## src/rtl/uart_cfg.sv

```systemverilog
// ----------------------------------------------------------------------------
// uart_cfg - parametrised full-duplex UART with an oversampled receiver,
// a small RX FIFO and sticky status flags.
//
// Parameters : CLK_FREQ, BAUD, OVS (ticks per bit, even, >= 4),
//              DATA_W (5..9), PARITY (0 none, 1 even, 2 odd),
//              STOP_BITS (1 or 2), FIFO_DEPTH (power of two, >= 2)
// Ports:
//   clk             system clock, rising edge
//   rst             asynchronous active-low reset
//   rx              serial input, idle high, asynchronous to clk
//   transmit        start request, sampled while working=0
//   tx_data         word to send, captured together with transmit
//   rx_read         pops the FIFO head when rx_valid=1
//   clear_interrupt clears all four sticky flags
//   tx              serial output, idle high
//   working         transmitter busy
//   rx_data         FIFO head, valid while rx_valid=1
//   rx_valid        FIFO not empty
//   rx_interrupt    sticky, set on every FIFO push
//   parity_err      sticky, received parity mismatch
//   frame_err       sticky, a stop bit sampled low
//   overrun         sticky, word arrived while the FIFO was full
// ----------------------------------------------------------------------------
module uart_cfg #(
    parameter int CLK_FREQ   = 50000000,
    parameter int BAUD       = 115200,
    parameter int OVS        = 16,
    parameter int DATA_W     = 8,
    parameter int PARITY     = 0,
    parameter int STOP_BITS  = 1,
    parameter int FIFO_DEPTH = 4
) (
    input  logic              clk,
    input  logic              rst,
    input  logic              rx,
    input  logic              transmit,
    input  logic [DATA_W-1:0] tx_data,
    input  logic              rx_read,
    input  logic              clear_interrupt,
    output logic              tx,
    output logic              working,
    output logic [DATA_W-1:0] rx_data,
    output logic              rx_valid,
    output logic              rx_interrupt,
    output logic              parity_err,
    output logic              frame_err,
    output logic              overrun
);

    localparam int DIV_RAW = CLK_FREQ / (BAUD * OVS);
    localparam int DIV     = (DIV_RAW < 1) ? 1 : DIV_RAW;
    localparam int DIV_W   = (DIV > 1) ? $clog2(DIV) : 1;
    localparam int OS_W    = $clog2(OVS);
    localparam int BIT_W   = $clog2(DATA_W);
    localparam int PTR_W   = $clog2(FIFO_DEPTH);

    localparam logic [DIV_W-1:0] DIV_LAST  = DIV_W'(DIV - 1);
    localparam logic [OS_W-1:0]  OS_LAST   = OS_W'(OVS - 1);
    localparam logic [OS_W-1:0]  OS_HALF   = OS_W'(OVS / 2 - 1);
    localparam logic [BIT_W-1:0] BIT_LAST  = BIT_W'(DATA_W - 1);
    localparam logic             STOP_LAST = (STOP_BITS == 2);
    localparam logic             PAR_ODD   = (PARITY == 2);
    localparam bit               HAS_PAR   = (PARITY != 0);

    typedef enum logic [2:0] {S_IDLE, S_START, S_DATA, S_PARITY, S_STOP} state_t;

    // ------------------------------------------------------------------ tick
    logic [DIV_W-1:0] r_div_cnt;
    logic             w_tick;

    assign w_tick = (r_div_cnt == DIV_LAST);

    // NOTE: sequential state uses non-blocking assignments so every register
    // samples pre-edge values, independent of block evaluation order.
    always_ff @(posedge clk or negedge rst) begin
        if (!rst)        r_div_cnt <= '0;
        else if (w_tick) r_div_cnt <= '0;
        else             r_div_cnt <= r_div_cnt + 1'b1;
    end

    // -------------------------------------------------------------- transmit
    state_t            r_tx_state;
    logic [OS_W-1:0]   r_tx_os;
    logic [BIT_W-1:0]  r_tx_bit;
    logic              r_tx_stop;
    logic [DATA_W-1:0] r_tx_shift;
    logic              r_tx_par;
    logic              r_tx;
    logic              r_working;
    logic              w_tx_bit_end;

    assign w_tx_bit_end = w_tick && (r_tx_os == OS_LAST);

    always_ff @(posedge clk or negedge rst) begin
        if (!rst) begin
            r_tx_state <= S_IDLE;
            r_tx_os    <= '0;
            r_tx_bit   <= '0;
            r_tx_stop  <= 1'b0;
            r_tx_shift <= '0;
            r_tx_par   <= 1'b0;
            r_tx       <= 1'b1;
            r_working  <= 1'b0;
        end else if (r_tx_state == S_IDLE) begin
            if (transmit) begin
                // The bit phase restarts here so the start bit is a full OVS ticks.
                r_tx_shift <= tx_data;
                r_tx_par   <= (^tx_data) ^ PAR_ODD;
                r_tx_os    <= '0;
                r_tx       <= 1'b0;
                r_working  <= 1'b1;
                r_tx_state <= S_START;
            end
        end else if (w_tx_bit_end) begin
            r_tx_os <= '0;
            case (r_tx_state)
                S_START: begin
                    r_tx       <= r_tx_shift[0];
                    r_tx_bit   <= '0;
                    r_tx_state <= S_DATA;
                end
                S_DATA: begin
                    if (r_tx_bit == BIT_LAST) begin
                        r_tx_stop <= 1'b0;
                        if (HAS_PAR) begin
                            r_tx       <= r_tx_par;
                            r_tx_state <= S_PARITY;
                        end else begin
                            r_tx       <= 1'b1;
                            r_tx_state <= S_STOP;
                        end
                    end else begin
                        r_tx       <= r_tx_shift[1];
                        r_tx_shift <= r_tx_shift >> 1;
                        r_tx_bit   <= r_tx_bit + 1'b1;
                    end
                end
                S_PARITY: begin
                    r_tx       <= 1'b1;
                    r_tx_state <= S_STOP;
                end
                S_STOP: begin
                    if (r_tx_stop == STOP_LAST) begin
                        r_working  <= 1'b0;
                        r_tx_state <= S_IDLE;
                    end else begin
                        r_tx_stop <= 1'b1;
                    end
                end
                default: r_tx_state <= S_IDLE;
            endcase
        end else if (w_tick) begin
            r_tx_os <= r_tx_os + 1'b1;
        end
    end

    // --------------------------------------------------------------- receive
    logic              r_rx_meta;
    logic              r_rx_sync;
    logic              r_rx_prev;
    state_t            r_rx_state;
    logic [OS_W-1:0]   r_rx_os;
    logic [BIT_W-1:0]  r_rx_bit;
    logic              r_rx_stop;
    logic [DATA_W-1:0] r_rx_shift;
    logic              w_rx_fall;
    logic              w_rx_sample;
    logic              w_push;
    logic              w_par_bad;
    logic              w_stop_bad;

    always_ff @(posedge clk or negedge rst) begin
        if (!rst) begin
            r_rx_meta <= 1'b1;
            r_rx_sync <= 1'b1;
            r_rx_prev <= 1'b1;
        end else begin
            r_rx_meta <= rx;
            r_rx_sync <= r_rx_meta;
            r_rx_prev <= r_rx_sync;
        end
    end

    assign w_rx_fall   = r_rx_prev & ~r_rx_sync;
    // Start is re-checked half a bit in; every later sample is one bit after that.
    assign w_rx_sample = w_tick && (r_rx_state != S_IDLE) &&
                         (r_rx_os == ((r_rx_state == S_START) ? OS_HALF : OS_LAST));
    assign w_push      = w_rx_sample && (r_rx_state == S_STOP) && (r_rx_stop == STOP_LAST);
    assign w_par_bad   = w_rx_sample && (r_rx_state == S_PARITY) &&
                         (r_rx_sync != ((^r_rx_shift) ^ PAR_ODD));
    assign w_stop_bad  = w_rx_sample && (r_rx_state == S_STOP) && !r_rx_sync;

    always_ff @(posedge clk or negedge rst) begin
        if (!rst) begin
            r_rx_state <= S_IDLE;
            r_rx_os    <= '0;
            r_rx_bit   <= '0;
            r_rx_stop  <= 1'b0;
            r_rx_shift <= '0;
        end else if (r_rx_state == S_IDLE) begin
            if (w_rx_fall) begin
                r_rx_os    <= '0;
                r_rx_state <= S_START;
            end
        end else if (w_rx_sample) begin
            r_rx_os <= '0;
            case (r_rx_state)
                S_START: begin
                    r_rx_bit   <= '0;
                    r_rx_state <= r_rx_sync ? S_IDLE : S_DATA;
                end
                S_DATA: begin
                    r_rx_shift <= {r_rx_sync, r_rx_shift[DATA_W-1:1]};
                    if (r_rx_bit == BIT_LAST) begin
                        r_rx_stop  <= 1'b0;
                        r_rx_state <= HAS_PAR ? S_PARITY : S_STOP;
                    end else begin
                        r_rx_bit <= r_rx_bit + 1'b1;
                    end
                end
                S_PARITY: begin
                    r_rx_stop  <= 1'b0;
                    r_rx_state <= S_STOP;
                end
                S_STOP: begin
                    if (r_rx_stop == STOP_LAST) r_rx_state <= S_IDLE;
                    else                        r_rx_stop  <= 1'b1;
                end
                default: r_rx_state <= S_IDLE;
            endcase
        end else if (w_tick) begin
            r_rx_os <= r_rx_os + 1'b1;
        end
    end

    // ------------------------------------------------------------------ FIFO
    logic [DATA_W-1:0] r_mem [FIFO_DEPTH];
    logic [PTR_W:0]    r_wr_ptr;
    logic [PTR_W:0]    r_rd_ptr;
    logic              w_empty;
    logic              w_full;
    logic              w_pop;
    logic              w_wr;

    assign w_empty = (r_wr_ptr == r_rd_ptr);
    assign w_full  = (r_wr_ptr[PTR_W] != r_rd_ptr[PTR_W]) &&
                     (r_wr_ptr[PTR_W-1:0] == r_rd_ptr[PTR_W-1:0]);
    assign w_pop   = rx_read && !w_empty;
    // A simultaneous pop frees the slot, so a push into a full FIFO still lands.
    assign w_wr    = w_push && (!w_full || w_pop);

    // NOTE: the storage array is reset because rx_data exposes the head
    // combinationally and must read 0 before the first word arrives.
    always_ff @(posedge clk or negedge rst) begin
        if (!rst) begin
            for (int i = 0; i < FIFO_DEPTH; i++) r_mem[i] <= '0;
            r_wr_ptr <= '0;
            r_rd_ptr <= '0;
        end else begin
            if (w_wr) begin
                r_mem[r_wr_ptr[PTR_W-1:0]] <= r_rx_shift;
                r_wr_ptr <= r_wr_ptr + 1'b1;
            end
            if (w_pop) r_rd_ptr <= r_rd_ptr + 1'b1;
        end
    end

    // ----------------------------------------------------------------- flags
    logic r_int;
    logic r_par_err;
    logic r_frm_err;
    logic r_ovr;

    // Set wins over clear when both happen in the same cycle.
    always_ff @(posedge clk or negedge rst) begin
        if (!rst) begin
            r_int     <= 1'b0;
            r_par_err <= 1'b0;
            r_frm_err <= 1'b0;
            r_ovr     <= 1'b0;
        end else begin
            if (w_wr)                          r_int     <= 1'b1;
            else if (clear_interrupt)          r_int     <= 1'b0;
            if (w_par_bad)                     r_par_err <= 1'b1;
            else if (clear_interrupt)          r_par_err <= 1'b0;
            if (w_stop_bad)                    r_frm_err <= 1'b1;
            else if (clear_interrupt)          r_frm_err <= 1'b0;
            if (w_push && w_full && !w_pop)    r_ovr     <= 1'b1;
            else if (clear_interrupt)          r_ovr     <= 1'b0;
        end
    end

    assign tx           = r_tx;
    assign working      = r_working;
    assign rx_data      = r_mem[r_rd_ptr[PTR_W-1:0]];
    assign rx_valid     = !w_empty;
    assign rx_interrupt = r_int;
    assign parity_err   = r_par_err;
    assign frame_err    = r_frm_err;
    assign overrun      = r_ovr;

endmodule

```

## config.mk

```make
export PLATFORM = sky130hd
export DESIGN_NAME = uart_cfg
export DESIGN_NICKNAME = d
export VERILOG_FILES = /design/src/rtl/uart_cfg.sv
export SDC_FILE = /design/constraint.sdc
export NUM_CORES = 1
export LEC_CHECK = 0
export CORE_MARGIN = 2
export CORE_UTILIZATION = 25
export DETAILED_ROUTE_END_ITERATION = 10
export PLACE_DENSITY = 0.38
export SYNTH_ARGS = -nofsm -noshare
export SYNTH_HDL_FRONTEND = slang
export SYNTH_SLANG_ARGS = --single-unit
```

## constraint.sdc

```tcl
create_clock -name clk -period 5.7 [get_ports clk]
set_input_delay 1.14 -clock clk [delete_from_list [all_inputs] [get_ports clk]]
set_output_delay 1.14 -clock clk [all_outputs]
set_load 0.1 [all_outputs]
```

==> summary.txt <==
Outcome
  – Status: finished clean

Detailed routing
  – Iteration-0 DRC count of the detailed router: 91
  – Routed WL per cell: approximately 14 um
  – ANT nets after route: 0
  – Drt via density: about 4.5
  – Detailed Routing Iterations Pass 1: 4
  – Routed Wire Length: 8310 um
  – DR vias: ~2,700
  – DRC Markers: 0

Timing
  – RSZ-0062 raised after global routing: false
  – Slew Viols, Final: 0
  – Count of final hold-check violations: 0
  – Fmax achieved: between 200 and 300 MHz
  – Tightest Pin Transition: 1.13 ns
  – Skew final: ~0.0052 ns
  – Setup_tns: 0 ns
  – Period utilization: between 60% and 70%
  – Final setup violation count: 0
  – Crit path time final: between 3 and 4 ns
  – Max_slew headroom: 25.0%

Clocking
  – Clk sinks: between 80 and 90
  – CTS tree: yes
  – Cts repair resizes: 0
  – H-tree Lvls: 3
  – Worst skew pair latency: about 0.34 ns
  – CTS Buffer Depth: 2
  – Num CTS Buffers: 9
  – Reg clk slew, reported paths: ~0.070 ns
  – Hold_buf cts: 0
  – CTS Root Cell: clkbuf_16
  – Post-CTS Setup Bufs: 0

Finish
  – Core Util, Final: a little under a third
  – Multi-input logic area: 1930 sq um
  – Area delta synth->final: 18.5%
  – Sequential Area: 2210 sq um
  – Non-filler instance count after layout: 592
  – Nets: approximately 400
  – Post-route cell area: approximately 5000 sq um
  – Fillers: between 1,500 and 2,000
  – Diodes inserted: 0
  – Layout cell share with drive strength beyond 1: between 20% and 30%

Synthesis
  – Number of library cell types mapped by synthesis: 50
  – Post-synth ARST share: between 90% and 100%
  – Main synth FF type: dfrtp_1
  – Post-Syn Nets: about 370
  – Syn. warnings: 0
  – Synth Area per Inst: 12.5 sq um
  – Register area share after synthesis: between 50% and 60%
  – Synthesized area: 4250 sq um
  – Cell count after synthesis: 341
  – Number of flops mapped to enable cells by yosys: 0
  – Yosys reg bits: between 80 and 90

Floorplan
  – Initial Util: between 20% and 30%
  – Die Wd: ~130 um
  – IO Count: 29
  – Die ar.: 18,000 sq um
  – Die Y: about 130 um
  – Site Rows: 47
  – Core Area: 16,600 sq um

Setup path
  – CP max FO: 11
  – Setup crit start: r_rd_ptr[0]
  – Reg2reg end: r_mem[7]
  – Crit. End Element: output pin
  – R2r setup slk: roughly 3.2 ns
  – Path depth of the worst reg2reg path: 6
  – Crit Path Class: reg2out
  – Worst path required time: about 4.6 ns
  – Worst reg2reg path startpoint: r_div_cnt[0]
  – Worst setup endpoint: rx_data[5]
  – Arrival @ worst endpoint: 2.70 ns
  – Setup crit start kind: register

Placement
  – Placed Instances: around 580
  – HPWL after detailed placement: between 5000 and 6000 um
  – Port Buffers: 28
  – Routability-driven placement congestion ratio: just over 0.7
  – Dpl cell area: around 4700 sq um

Pwr
  – Power density over the cells: about 250 nW/um^2
  – Pwr Total: 1.28 mW
  – Worst vdd ir: roughly 140 uV
  – Leakage: between 2 and 2.5 nW

Global routing
  – Largest net degree at the start of global routing: between 50 and 60
  – First-pass GRT wire length: 14,400 um
  – GRT Total Usage: 10.3%
  – Vias in the first global route: between 2,000 and 3,000
  – Antenna violations before repair: 0
  – GRT overflow: 0

Min path
  – Min-delay worst type: reg2reg

Flow run
  – Maxcap violations: 0
## sequential cells by signal, indices dropped and copies added (netlist names), 3 cells and up
register,cells
r_rx_bit,3
r_rx_os,4
r_tx_state,3
r_rx_state,3
r_rd_ptr,3
r_wr_ptr,3
r_div_cnt,5
r_tx_bit,3
r_tx_shift,8
r_rx_shift,8
r_tx_os,4
r_mem,32
## stage by stage
step                hold WS [ns]  worst slack, ns
global placement           0.366             2.18
detailed placement         0.360             2.16
finish                     0.363             1.86
floorplan                  0.345             2.99
CTS                        0.363             1.76
global route               0.365             1.71
## worst min path at each step
stage	endpoint	startpoint	slack [ns]	cells after the start
floorplan	r_rx_sync	r_rx_meta	0.35	0
global placement	r_rx_sync	r_rx_meta	0.37	0
detailed placement	r_rx_sync	r_rx_meta	0.36	0
CTS	r_rx_sync	r_rx_meta	0.36	0
global route	r_rx_sync	r_rx_meta	0.37	0
finish	r_rx_sync	r_rx_meta	0.36	0
## critical path: stages, from the launching register on
cell and delay, ns:
dfrtp_1 0.77, mux4_2 0.60, clkdlybuf4s50_1 0.98
## synthesized netlist by cell type (2+ instances only)
master     instances  area [sq um]
nand2_1           26          97.6
clkbuf_1           5          18.8
mux2_1             2          22.5
a22o_1             6          52.6
nand4_1            2          12.5
and3_1             3          18.8
nor3b_1            5          37.5
a21oi_1            6          30.0
a32oi_1            3          26.3
mux2_2            41           462
mux4_2             8           180
and2_1             2          12.5
xnor2_1           12           105
nor3_1             7          35.0
nor2_1            15          56.3
o22ai_1            2          12.5
a31oi_1            3          18.8
buf_4              2          15.0
nand2b_1           2          12.5
o2bb2ai_1          2          17.5
mux2i_1            9          90.1
o21ai_0           24           120
ha_1              13           163
dfrtp_1           84          2100
inv_1             10          37.5
a21o_1             2          15.0
buf_2              6          30.0
nand3_4            4          70.1
o31ai_1            2          15.0
dfstp_2            4           105
nand3_1            6          30.0
xor2_1             5          43.8
## final cells by class
type	instances	share of cell area (%)
Inverter	10	0.746
Timing Repair Buffer	29	5.67
Clock inverter	6	1.34
Clock buffer	10	4.55
Sequential cell	88	43.8
Tap cell	220	5.47
Multi-Input combinational cell	229	38.4
## cells in the final DEF, fill, tap and decap left out, drive strengths merged, types with 8 or more instances in the layout
cell,instances
clkbuf,10
clkdlybuf4s50,27
dfrtp,84
ha,13
inv,12
mux2,44
mux2i,9
mux4,8
nand2,26
nand3,10
nor2,15
o21ai,24
xnor2,12
## report_power, final
part	internal (mW)	switching (mW)
Sequential	0.631	0.00640
Combinational	0.0160	0.0245
Clock	0.342	0.255
## per-layer routing
layer  share of wire (%)  GRT usage (%)
met3                 3.0           3.10
met1                  49           13.6
met2                  46           15.9
met4                 1.6           3.68
met5                   0              0
## cell families after synthesis
family	after synthesis	share of synthesized area (%)
muxes	61	18.1
AOI/OAI and AO/OA	55	8.22
DFF	88	52.0
and+or+nand+nor	82	11.2
adders and majority gates	13	3.83
buffers and inverters	24	2.65
xor gates and xnor gates	18	4.04
Power figures use the tool's default switching activity.
